--- src/rtl/hb_decim_by2.sv ---
// hb_decim_by2: 11-tap half-band decimate-by-2 filter stage.
//
// Consumes one full-rate sample per accepted in_valid. It emits one filtered sample for every
// second accepted input, the one accepted while the phase is odd. The centre tap is a fixed
// 0.5 implemented as a shift. The odd-index taps are zero. The even-index taps form three
// symmetric pairs, so each pair is pre-added before the multiply.
//
// Pipeline: accept edge E tags a fire bit. The tap sums are registered at E+1, the products
// at E+2, and the rounded, saturated result at E+3. out_valid is high for the cycle after
// E+3. The pipeline has no stall and no backpressure.
//
// Ports:
//   clk        clock, rising edge
//   rst        asynchronous active-high reset
//   sync_clr   synchronous clear of history, phase and pipeline (wins over in_valid)
//   in_valid   in_data accepted on this edge when high
//   in_data    signed input sample, IN_W bits
//   out_valid  one-cycle pulse marking a new out_data
//   out_data   signed decimated sample, OUT_W bits, held between pulses
module hb_decim_by2 #(
  parameter int unsigned IN_W  = 10,
  parameter int unsigned OUT_W = 10,
  parameter int          C0    = 6,
  parameter int          C1    = -38,
  parameter int          C2    = 160,
  parameter int unsigned SHIFT = 9
) (
  input  logic                    clk,
  input  logic                    rst,
  input  logic                    sync_clr,
  input  logic                    in_valid,
  input  logic signed [IN_W-1:0]  in_data,
  output logic                    out_valid,
  output logic signed [OUT_W-1:0] out_data
);

  localparam int unsigned ACC_W = 20;
  localparam int unsigned P_W   = IN_W + 1;
  localparam int unsigned TAPS  = 11;

  localparam logic signed [ACC_W-1:0] C0_W    = ACC_W'(C0);
  localparam logic signed [ACC_W-1:0] C1_W    = ACC_W'(C1);
  localparam logic signed [ACC_W-1:0] C2_W    = ACC_W'(C2);
  localparam logic signed [ACC_W-1:0] RND     = ACC_W'(1 << (SHIFT - 1));
  localparam logic signed [ACC_W-1:0] OUT_MAX = ACC_W'((1 << (OUT_W - 1)) - 1);
  localparam logic signed [ACC_W-1:0] OUT_MIN = ACC_W'(-(1 << (OUT_W - 1)));

  // Sample history; x_q[0] is the newest sample.
  logic signed [IN_W-1:0]  x_q [TAPS];
  logic                    phase_q;

  // Stage 0: fire tag for the accept edge.
  logic                    fire_q;

  // Stage 1: symmetric pre-adds and the centre sample.
  logic                    s1_valid_q;
  logic signed [P_W-1:0]   p0_q, p1_q, p2_q;
  logic signed [IN_W-1:0]  c_q;

  // Stage 2: products.
  logic                    s2_valid_q;
  logic signed [ACC_W-1:0] m0_q, m1_q, m2_q, m3_q;

  // Stage 3 combinational: sum, round half up, saturate.
  logic signed [ACC_W-1:0] acc;
  logic signed [ACC_W-1:0] rnd;
  logic signed [ACC_W-1:0] sat;

  always_comb begin
    acc = m0_q + m1_q + m2_q + m3_q;
    // Adding half an LSB, then arithmetic shifting, rounds half toward +inf.
    rnd = (acc + RND) >>> SHIFT;
    sat = rnd;
    if (rnd > OUT_MAX) begin
      sat = OUT_MAX;
    end else if (rnd < OUT_MIN) begin
      sat = OUT_MIN;
    end
  end

  // History and phase.
  always_ff @(posedge clk or posedge rst) begin
    if (rst) begin
      for (int k = 0; k < TAPS; k++) x_q[k] <= '0;
      phase_q <= 1'b0;
    end else if (sync_clr) begin
      for (int k = 0; k < TAPS; k++) x_q[k] <= '0;
      phase_q <= 1'b0;
    end else if (in_valid) begin
      x_q[0] <= in_data;
      for (int k = 1; k < TAPS; k++) x_q[k] <= x_q[k-1];
      phase_q <= ~phase_q;
    end
  end

  // Valid tags. A clear drops every in-flight output.
  always_ff @(posedge clk or posedge rst) begin
    if (rst) begin
      fire_q     <= 1'b0;
      s1_valid_q <= 1'b0;
      s2_valid_q <= 1'b0;
      out_valid  <= 1'b0;
    end else if (sync_clr) begin
      fire_q     <= 1'b0;
      s1_valid_q <= 1'b0;
      s2_valid_q <= 1'b0;
      out_valid  <= 1'b0;
    end else begin
      fire_q     <= in_valid & phase_q;
      s1_valid_q <= fire_q;
      s2_valid_q <= s1_valid_q;
      out_valid  <= s2_valid_q;
    end
  end

  // Data path. Registers load only when their stage carries a fire tag.
  always_ff @(posedge clk or posedge rst) begin
    if (rst) begin
      p0_q     <= '0;
      p1_q     <= '0;
      p2_q     <= '0;
      c_q      <= '0;
      m0_q     <= '0;
      m1_q     <= '0;
      m2_q     <= '0;
      m3_q     <= '0;
      out_data <= '0;
    end else if (sync_clr) begin
      p0_q     <= '0;
      p1_q     <= '0;
      p2_q     <= '0;
      c_q      <= '0;
      m0_q     <= '0;
      m1_q     <= '0;
      m2_q     <= '0;
      m3_q     <= '0;
      out_data <= '0;
    end else begin
      if (fire_q) begin
        p0_q <= P_W'(x_q[0]) + P_W'(x_q[10]);
        p1_q <= P_W'(x_q[2]) + P_W'(x_q[8]);
        p2_q <= P_W'(x_q[4]) + P_W'(x_q[6]);
        c_q  <= x_q[5];
      end
      if (s1_valid_q) begin
        m0_q <= C0_W * ACC_W'(p0_q);
        m1_q <= C1_W * ACC_W'(p1_q);
        m2_q <= C2_W * ACC_W'(p2_q);
        // The centre tap is exactly half of unity gain.
        m3_q <= ACC_W'(c_q) <<< (SHIFT - 1);
      end
      if (s2_valid_q) begin
        out_data <= OUT_W'(sat);
      end
    end
  end

endmodule
--- config.mk ---
export PLATFORM = sky130hd
export DESIGN_NAME = hb_decim_by2
export DESIGN_NICKNAME = d
export VERILOG_FILES = /design/src/rtl/hb_decim_by2.sv
export SDC_FILE = /design/constraint.sdc
export NUM_CORES = 1
export LEC_CHECK = 0
export CAP_MARGIN = 20
export CORE_MARGIN = 4
export CORE_UTILIZATION = 59
export CTS_BUF_LIST = sky130_fd_sc_hd__clkbuf_2 sky130_fd_sc_hd__clkbuf_4 sky130_fd_sc_hd__clkbuf_8
export DETAILED_ROUTE_END_ITERATION = 7
export PLACE_DENSITY = 0.85
export SLEW_MARGIN = 0
export SYNTH_ARGS = -nofsm -noshare
export SYNTH_HDL_FRONTEND = slang
export SYNTH_SLANG_ARGS = --single-unit
--- constraint.sdc ---
create_clock -name clk -period 7.35 [get_ports clk]
set_input_delay 1.47 -clock clk [delete_from_list [all_inputs] [get_ports clk]]
set_output_delay 1.47 -clock clk [all_outputs]
set_load 0.005 [all_outputs]
==> results.py, run 1 <==
metrics = {
    "route": {
        "routed_via_density": 5.602,
        "routed_wl_mm": 29.11,
        "ant_nets": 0,
        "drc": 0,
        "drt_iter0_drc": 544,
        "met1_length_mm": 12.57,
        "wl_met2_mm": 14.31,
        "wl_per_cell_um": 17.08,
        "highest_layer": "met4",
        "dr_total_vias": 9545,
        "drt_pre_antenna_iters": 7,
        "met3WireLength_mm": 1.305,
    },
    "power_and_ir_drop": {
        "max-vdd-ir-drop_uv": 158.0,
        "power_density_nw_per_um2": 174.7,
        "p_leak_nw": 7.992,
    },
    "clocking": {
        "htreeDepth": 2,
        "cts_sinks": 224,
        "cts_tree": "done",
        "cts_resized": 0,
        "cts_root_buffer": "clkbuf_8",
        "post_cts_buffers": 0,
        "hold_buffers": 0,
        "clkLatencyLatePin_ns": 0.54,
        "path_clk_slew_ns": 0.06,
        "cts_made_buffers": 38,
        "clockBufferDepth": 3,
    },
    "place": {
        "post-dp-hpwl_mm": 20.50,
        "dp.cells": 1639,
        "port_buffers": 24,
        "gp_congestion": 0.8720,
    },
    "floorplanning": {
        "start_util_pct": 59.97,
        "chipWidth_um": 162.5,
        "die_area_sq_um": 26390,
        "row_count": 56,
        "core_area_sq_um": 23470,
        "die_h_um": 162.5,
        "ios": 25,
    },
    "sta": {
        "timing.final.crit_share_pct": 62.46,
        "fin_crit_ns": 4.591,
        "worstMarginPinSlew_ns": 1.120,
        "rsz0062_at_grt": "false",
        "max_freq_mhz": 217.8,
        "skew_ns": 0.02402,
        "fin_setup_tns_ns": 0,
        "relSlewSlack_pct": 25.30,
        "setup_violations": 0,
        "slew_viol_final": 0,
        "hold_viol": 0,
    },
    "critical_path": {
        "crit_fanout": 5,
        "cp.arrival_ns": 4.96,
        "startpoint": "p1_q[1]$_DFFE_PP0P_",
        "worst_setup_path_end_kind": "register",
        "worstSetupStartpointType": "register",
        "worstSetupPathType": "register to register",
        "required_ns": 7.72,
        "r2r_start": "p1_q[1]$_DFFE_PP0P_",
        "r2r_slack_ns": 2.76,
    },
    "global_route": {
        "grt_pass1_vias": 9959,
        "overflow": 0,
        "grtUsageTotal_pct": 22.57,
        "grt_max_degree": 187,
        "antenna_found_initial": 0,
        "grt_pass1_wl_mm": 48.92,
    },
    "cells_and_area": {
        "num_antenna_cells": 0,
        "nets": 1581,
        "final_util_pct": 65.50,
        "drive_gt1_share_pct": 6.282,
        "seq_area_sq_um": 5608,
        "area_growth_pct": 9.218,
        "num-fill-cells": 1746,
        "multi_input_area_sq_um": 7737,
        "instances_no_fill": 1704,
    },
    "yosys": {
        "synth_top_area_share_pct": 39.82,
        "ys_warn_count": 0,
        "synth_edf_count": 0,
        "synth_nets": 1563,
        "yosys_register_bits": 224,
        "synthTopCellsByArea": "dfrtp_1 40%, ha_1 14%, mux2i_1 13%",
        "syn_area_per_cell_sq_um": 10.49,
        "synth_cell_types": 52,
        "ys.flop_type": "dfrtp_1",
        "syn_inst": 1342,
        "synth.cell_area_sq_um": 14080,
        "synth-async-reset-ratio_pct": 100.0,
        "ys_seq_area_share_pct": 39.82,
        "yosysTopAreaCell": "dfrtp_1",
    },
    "flow_run": {
        "cap_violations": 0,
    },
    "min_path": {
        "worstHoldStart": "m0_q[12]$_DFFE_PP0P_",
        "hold_path.class": "register to register",
    },
    "outcome": {
        "status": "complete, no violations",
    },
}
## sequential cells by signal (all words and copies together), names as in the netlist
name	count
m0_q	14
fire_q	1
p1_q	11
out_data	10
x_q	110
m2_q	15
m1_q	17
p2_q	11
out_valid	1
phase_q	1
s2_valid_q	1
m3_q	10
s1_valid_q	1
c_q	10
p0_q	11
## per-layer routing
layer  up-vias  track usage, %
li1       4541               -
met1      4732           29.83
met2       196           37.63
met3        76           4.328
met4         0           7.805
met5         -               0
## cell type report
type / instances / area share, %
sequential: 224 / 36.48
tap: 319 / 2.596
clock inverter: 7 / 0.4069
clock buffer: 58 / 4.867
timing repair buffer: 29 / 1.904
inverter: 139 / 3.418
multi-input combinational: 928 / 50.33
## layout by cell type (no fill, tap or decap), types with 6 or more instances in the layout
cell	Yosys	routed
a31oi_1	7	7
nand2_1	33	33
a21oi_1	48	48
dfrtp_1	224	222
a211oi_1	17	17
o21a_1	7	7
nor2b_1	12	12
nor3_1	8	8
mux2i_1	181	181
o21ai_0	17	17
clkbuf_8	2	50
nand3_1	6	6
clkbuf_4	0	8
ha_1	156	156
fa_1	51	51
xor2_1	23	23
inv_1	139	138
nor2_1	232	232
clkdlybuf4s50_1	0	22
a21o_1	14	14
o21bai_1	9	9
xnor2_1	44	44
## per-stage QoR
stage	worst slack (ns)	hold slack [ns]	power, mW	area, sq um
6_report	2.759	0.4967	2.686	15370
5_1_grt	2.391	0.5381	2.791	15370
4_1_cts	2.768	0.4936	2.709	15370
3_5_place_dp	2.793	0.4798	1.521	14560
3_3_place_gp	2.905	0.4688	1.514	14560
2_1_floorplan	2.956	0.4498	1.465	14080
## worst paths after layout
kind / to / depth (start not counted)
setup / recovery: m1_q[16]$_DFFE_PP0P_ / 16
hold / removal: m0_q[12]$_DFFE_PP0P_ / 2
setup reg to reg: m1_q[16]$_DFFE_PP0P_ / 16
hold reg to reg: m0_q[12]$_DFFE_PP0P_ / 2
max in group asynchronous: s1_valid_q$_DFF_PP0_ / 3
min in group asynchronous: x_q[42]$_DFFE_PP0P_ / 2
## logic make-up after synthesis
group                      after synthesis  share of synthesized area [%]
and+or+nand+nor                        319                          9.449
DFF                                    224                          39.82
adders and majority gates              208                          21.20
buffers and inverters                  190                          5.209
muxes                                  181                          12.87
AOI/OAI and AO/OA                      152                          7.164
xor gates and xnor gates                68                          4.284
## synth_stat cells, types with 12 or more instances
cell      instances
nor2_1          232
dfrtp_1         224
mux2i_1         181
ha_1            156
inv_1           139
fa_1             51
a21oi_1          48
xnor2_1          44
nand2_1          33
clkbuf_1         30
xor2_1           23
buf_1            19
a211oi_1         17
o21ai_0          17
a21o_1           14
nor2b_1          12
## critical path: stages (launching register included)
cell and delay (ns):
dfrtp_1 0.43, inv_1 0.07, ha_1 0.35, fa_1 0.51
inv_1 0.06, fa_1 0.53, inv_1 0.04, ha_1 0.33
fa_1 0.48, a21o_1 0.18, a21oi_1 0.22, o21bai_1 0.11
a2111oi_0 0.57, o311ai_1 0.20, xor2_1 0.17, mux2i_1 0.14
nor2_1 0.06
## report_power, final
group / leakage (nW) / switching [mW] / total (mW) / internal [mW]
combinational: 4.45 / 0.145 / 0.239 / 0.0936
clock: 0.430 / 0.506 / 1.19 / 0.682
sequential: 3.11 / 0.0122 / 1.26 / 1.25
(Power assumes the default switching activity.)
==> run 2: changes to the inputs <==
- clock period: 7.35 -> 4.2 ns (I/O delays scaled with it)
==> results.py, run 2 (synthesized netlist as in run 1, its figures left out) <==
metrics = {
    "sta": {
        "setup_slack_ns": -0.02032,
        "rsz0062_at_grt": "true",
        "setup_violations": 1,
        "worstMarginPinSlew_ns": 1.004,
        "fin_crit_ns": 4.220,
        "hold_viol": 0,
        "relSlewSlack_pct": 33.04,
        "hold_ws_ns": 0.4908,
        "max_freq_mhz": 236.9,
        "skew_ns": 0.01940,
        "slew_viol_final": 0,
        "timing.final.crit_share_pct": 100.5,
    },
    "critical_path": {
        "crit_chain": "inv_2, ha_4, inv_2, fa_1, inv_1, fa_1, inv_1, ha_4, fa_2, a21o_1, a21oi_4, o21bai_2, a2111oi_4, o311ai_2, xor2_1, mux2i_1, nor2_1",
        "worst_path_max_delay_cell": "fa_1",
        "worstSetupStartpointType": "register",
        "required_ns": 4.60,
        "worstSetupPathType": "register to register",
        "worst_path_largest_cell_delay_ns": 0.53,
        "crit_fanout": 5,
        "worst_setup_path_end_kind": "register",
        "cp.arrival_ns": 4.62,
    },
    "floorplanning": {
        "row_count": 56,
        "ios": 25,
        "die_h_um": 162.5,
        "chipWidth_um": 162.5,
        "die_area_sq_um": 26390,
        "start_util_pct": 59.97,
        "core_area_sq_um": 23470,
    },
    "clocking": {
        "clkLatencyLatePin_ns": 0.55,
        "clockBufferDepth": 3,
        "cts_made_buffers": 38,
        "path_clk_slew_ns": 0.06,
        "cts_tree": "done",
        "htreeDepth": 2,
        "cts_root_buffer": "clkbuf_8",
        "cts_sinks": 224,
    },
    "route": {
        "ant_nets": 0,
        "wl_per_cell_um": 17.01,
        "drt_pre_antenna_iters": 5,
        "drt_iter0_drc": 548,
        "routed_via_density": 5.627,
        "dr_total_vias": 9706,
        "routed_wl_mm": 29.34,
        "drc": 0,
    },
    "global_route": {
        "antenna_found_initial": 0,
        "grt_pass1_wl_mm": 48.55,
        "grt_pass1_vias": 9973,
        "grtUsageTotal_pct": 22.57,
        "grt_max_degree": 84,
        "overflow": 0,
    },
    "cells_and_area": {
        "final_common_cell": "nor2_1",
        "area_growth_pct": 11.89,
        "top_register": "x_q",
        "instances_no_fill": 1725,
        "nets": 1602,
        "largest_reg_flops": 110,
        "final_cell_mix": "232 x nor2_1, 221 x dfrtp_1, 181 x mux2i_1, 147 x ha_1, 132 x inv_1",
        "num_antenna_cells": 0,
        "largestRegisters": "x_q x110, m1_q x17, m2_q x15",
        "finish.instance_area_sq_um": 15750,
        "drive_gt1_share_pct": 9.744,
    },
    "place": {
        "place_ws_ns": -0.2109,
        "post-dp-hpwl_mm": 20.87,
        "gp_congestion": 0.8772,
        "dp.cells": 1659,
        "port_buffers": 24,
        "placed_area_sq_um": 14730,
    },
    "power_and_ir_drop": {
        "power_density_nw_per_um2": 304.4,
        "finalPower_mw": 4.794,
        "max-vdd-ir-drop_uv": 309.5,
        "p_leak_nw": 8.114,
    },
    "outcome": {
        "violations": "negative setup slack",
        "status": "complete, but fails checks",
    },
    "flow_run": {
        "cap_violations": 0,
    },
    "min_path": {
        "hold_path.class": "register to register",
    },
}
run 2: area by class of cell:
class / instances / area, sq um
tap: 319 / 399.1
sequential: 224 / 5609
inverter: 139 / 525.5
timing repair buffer: 50 / 462.9
clock inverter: 4 / 80.08
multi-input combinational: 928 / 7921
clock buffer: 61 / 752.0
fill: 1691 / 7722
run 2: metrics by stage:
step | TNS [ns] | utilization, %
after floorplan | 0 | -
after global placement | -0.08821 | 62.74
after detailed placement | -0.3025 | 62.74
after CTS | 0 | 66.34
after global routing | -0.3337 | 67.10
final | -0.02032 | 67.10
run 2: layer usage:
| layer | vias to the layer above | wire [um] | global-route usage [%] |
|---|---|---|---|
| met1 | 4853 | 13090 | 30.24 |
| met5 | - | 0 | 0 |
| met2 | 199 | 14370 | 37.82 |
| met4 | 0 | 796 | 7.920 |
| li1 | 4592 | - | - |
| met3 | 62 | 1087 | 3.392 |
run 2: path summary, 6_finish.rpt:
kind,slack (ns),startpoint,depth (start not counted),end
setup / recovery,-0.02,p1_q[4]$_DFFE_PP0P_,17,m1_q[16]$_DFFE_PP0P_
hold / removal,0.49,m2_q[17]$_DFFE_PP0P_,2,m2_q[17]$_DFFE_PP0P_
setup reg to reg,-0.02,p1_q[4]$_DFFE_PP0P_,17,m1_q[16]$_DFFE_PP0P_
hold reg to reg,0.49,m2_q[17]$_DFFE_PP0P_,2,m2_q[17]$_DFFE_PP0P_
max in group asynchronous,2.48,rst,3,x_q[2]$_DFFE_PP0P_
min in group asynchronous,0.79,rst,2,x_q[68]$_DFFE_PP0P_
run 2: worst max-delay path: cells and delay by family (launching register included):
kind	cells	cell delay, ns
adders and majority gates	5	1.94
AOI/OAI and AO/OA	5	1.03
DFF	1	0.42
buffers and inverters	4	0.24
muxes	1	0.20
xor gates and xnor gates	1	0.16
and+or+nand+nor	1	0.09
run 2: power by group:
| group | switching, mW | internal (mW) | leakage, nW |
|---|---|---|---|
| sequential | 0.0281 | 2.18 | 3.11 |
| combinational | 0.268 | 0.186 | 4.56 |
| clock | 0.873 | 1.26 | 0.441 |
| total | 1.17 | 3.63 | 8.11 |
run 2: what timing repair did:
item	4_1_cts	5_1_grt
endpoints found under the setup margin	3	8
pin swaps	2	13
hold endpoints to repair	0	0
gates resized for setup	3	29
setup buffers	0	1
hold buffers	0	0
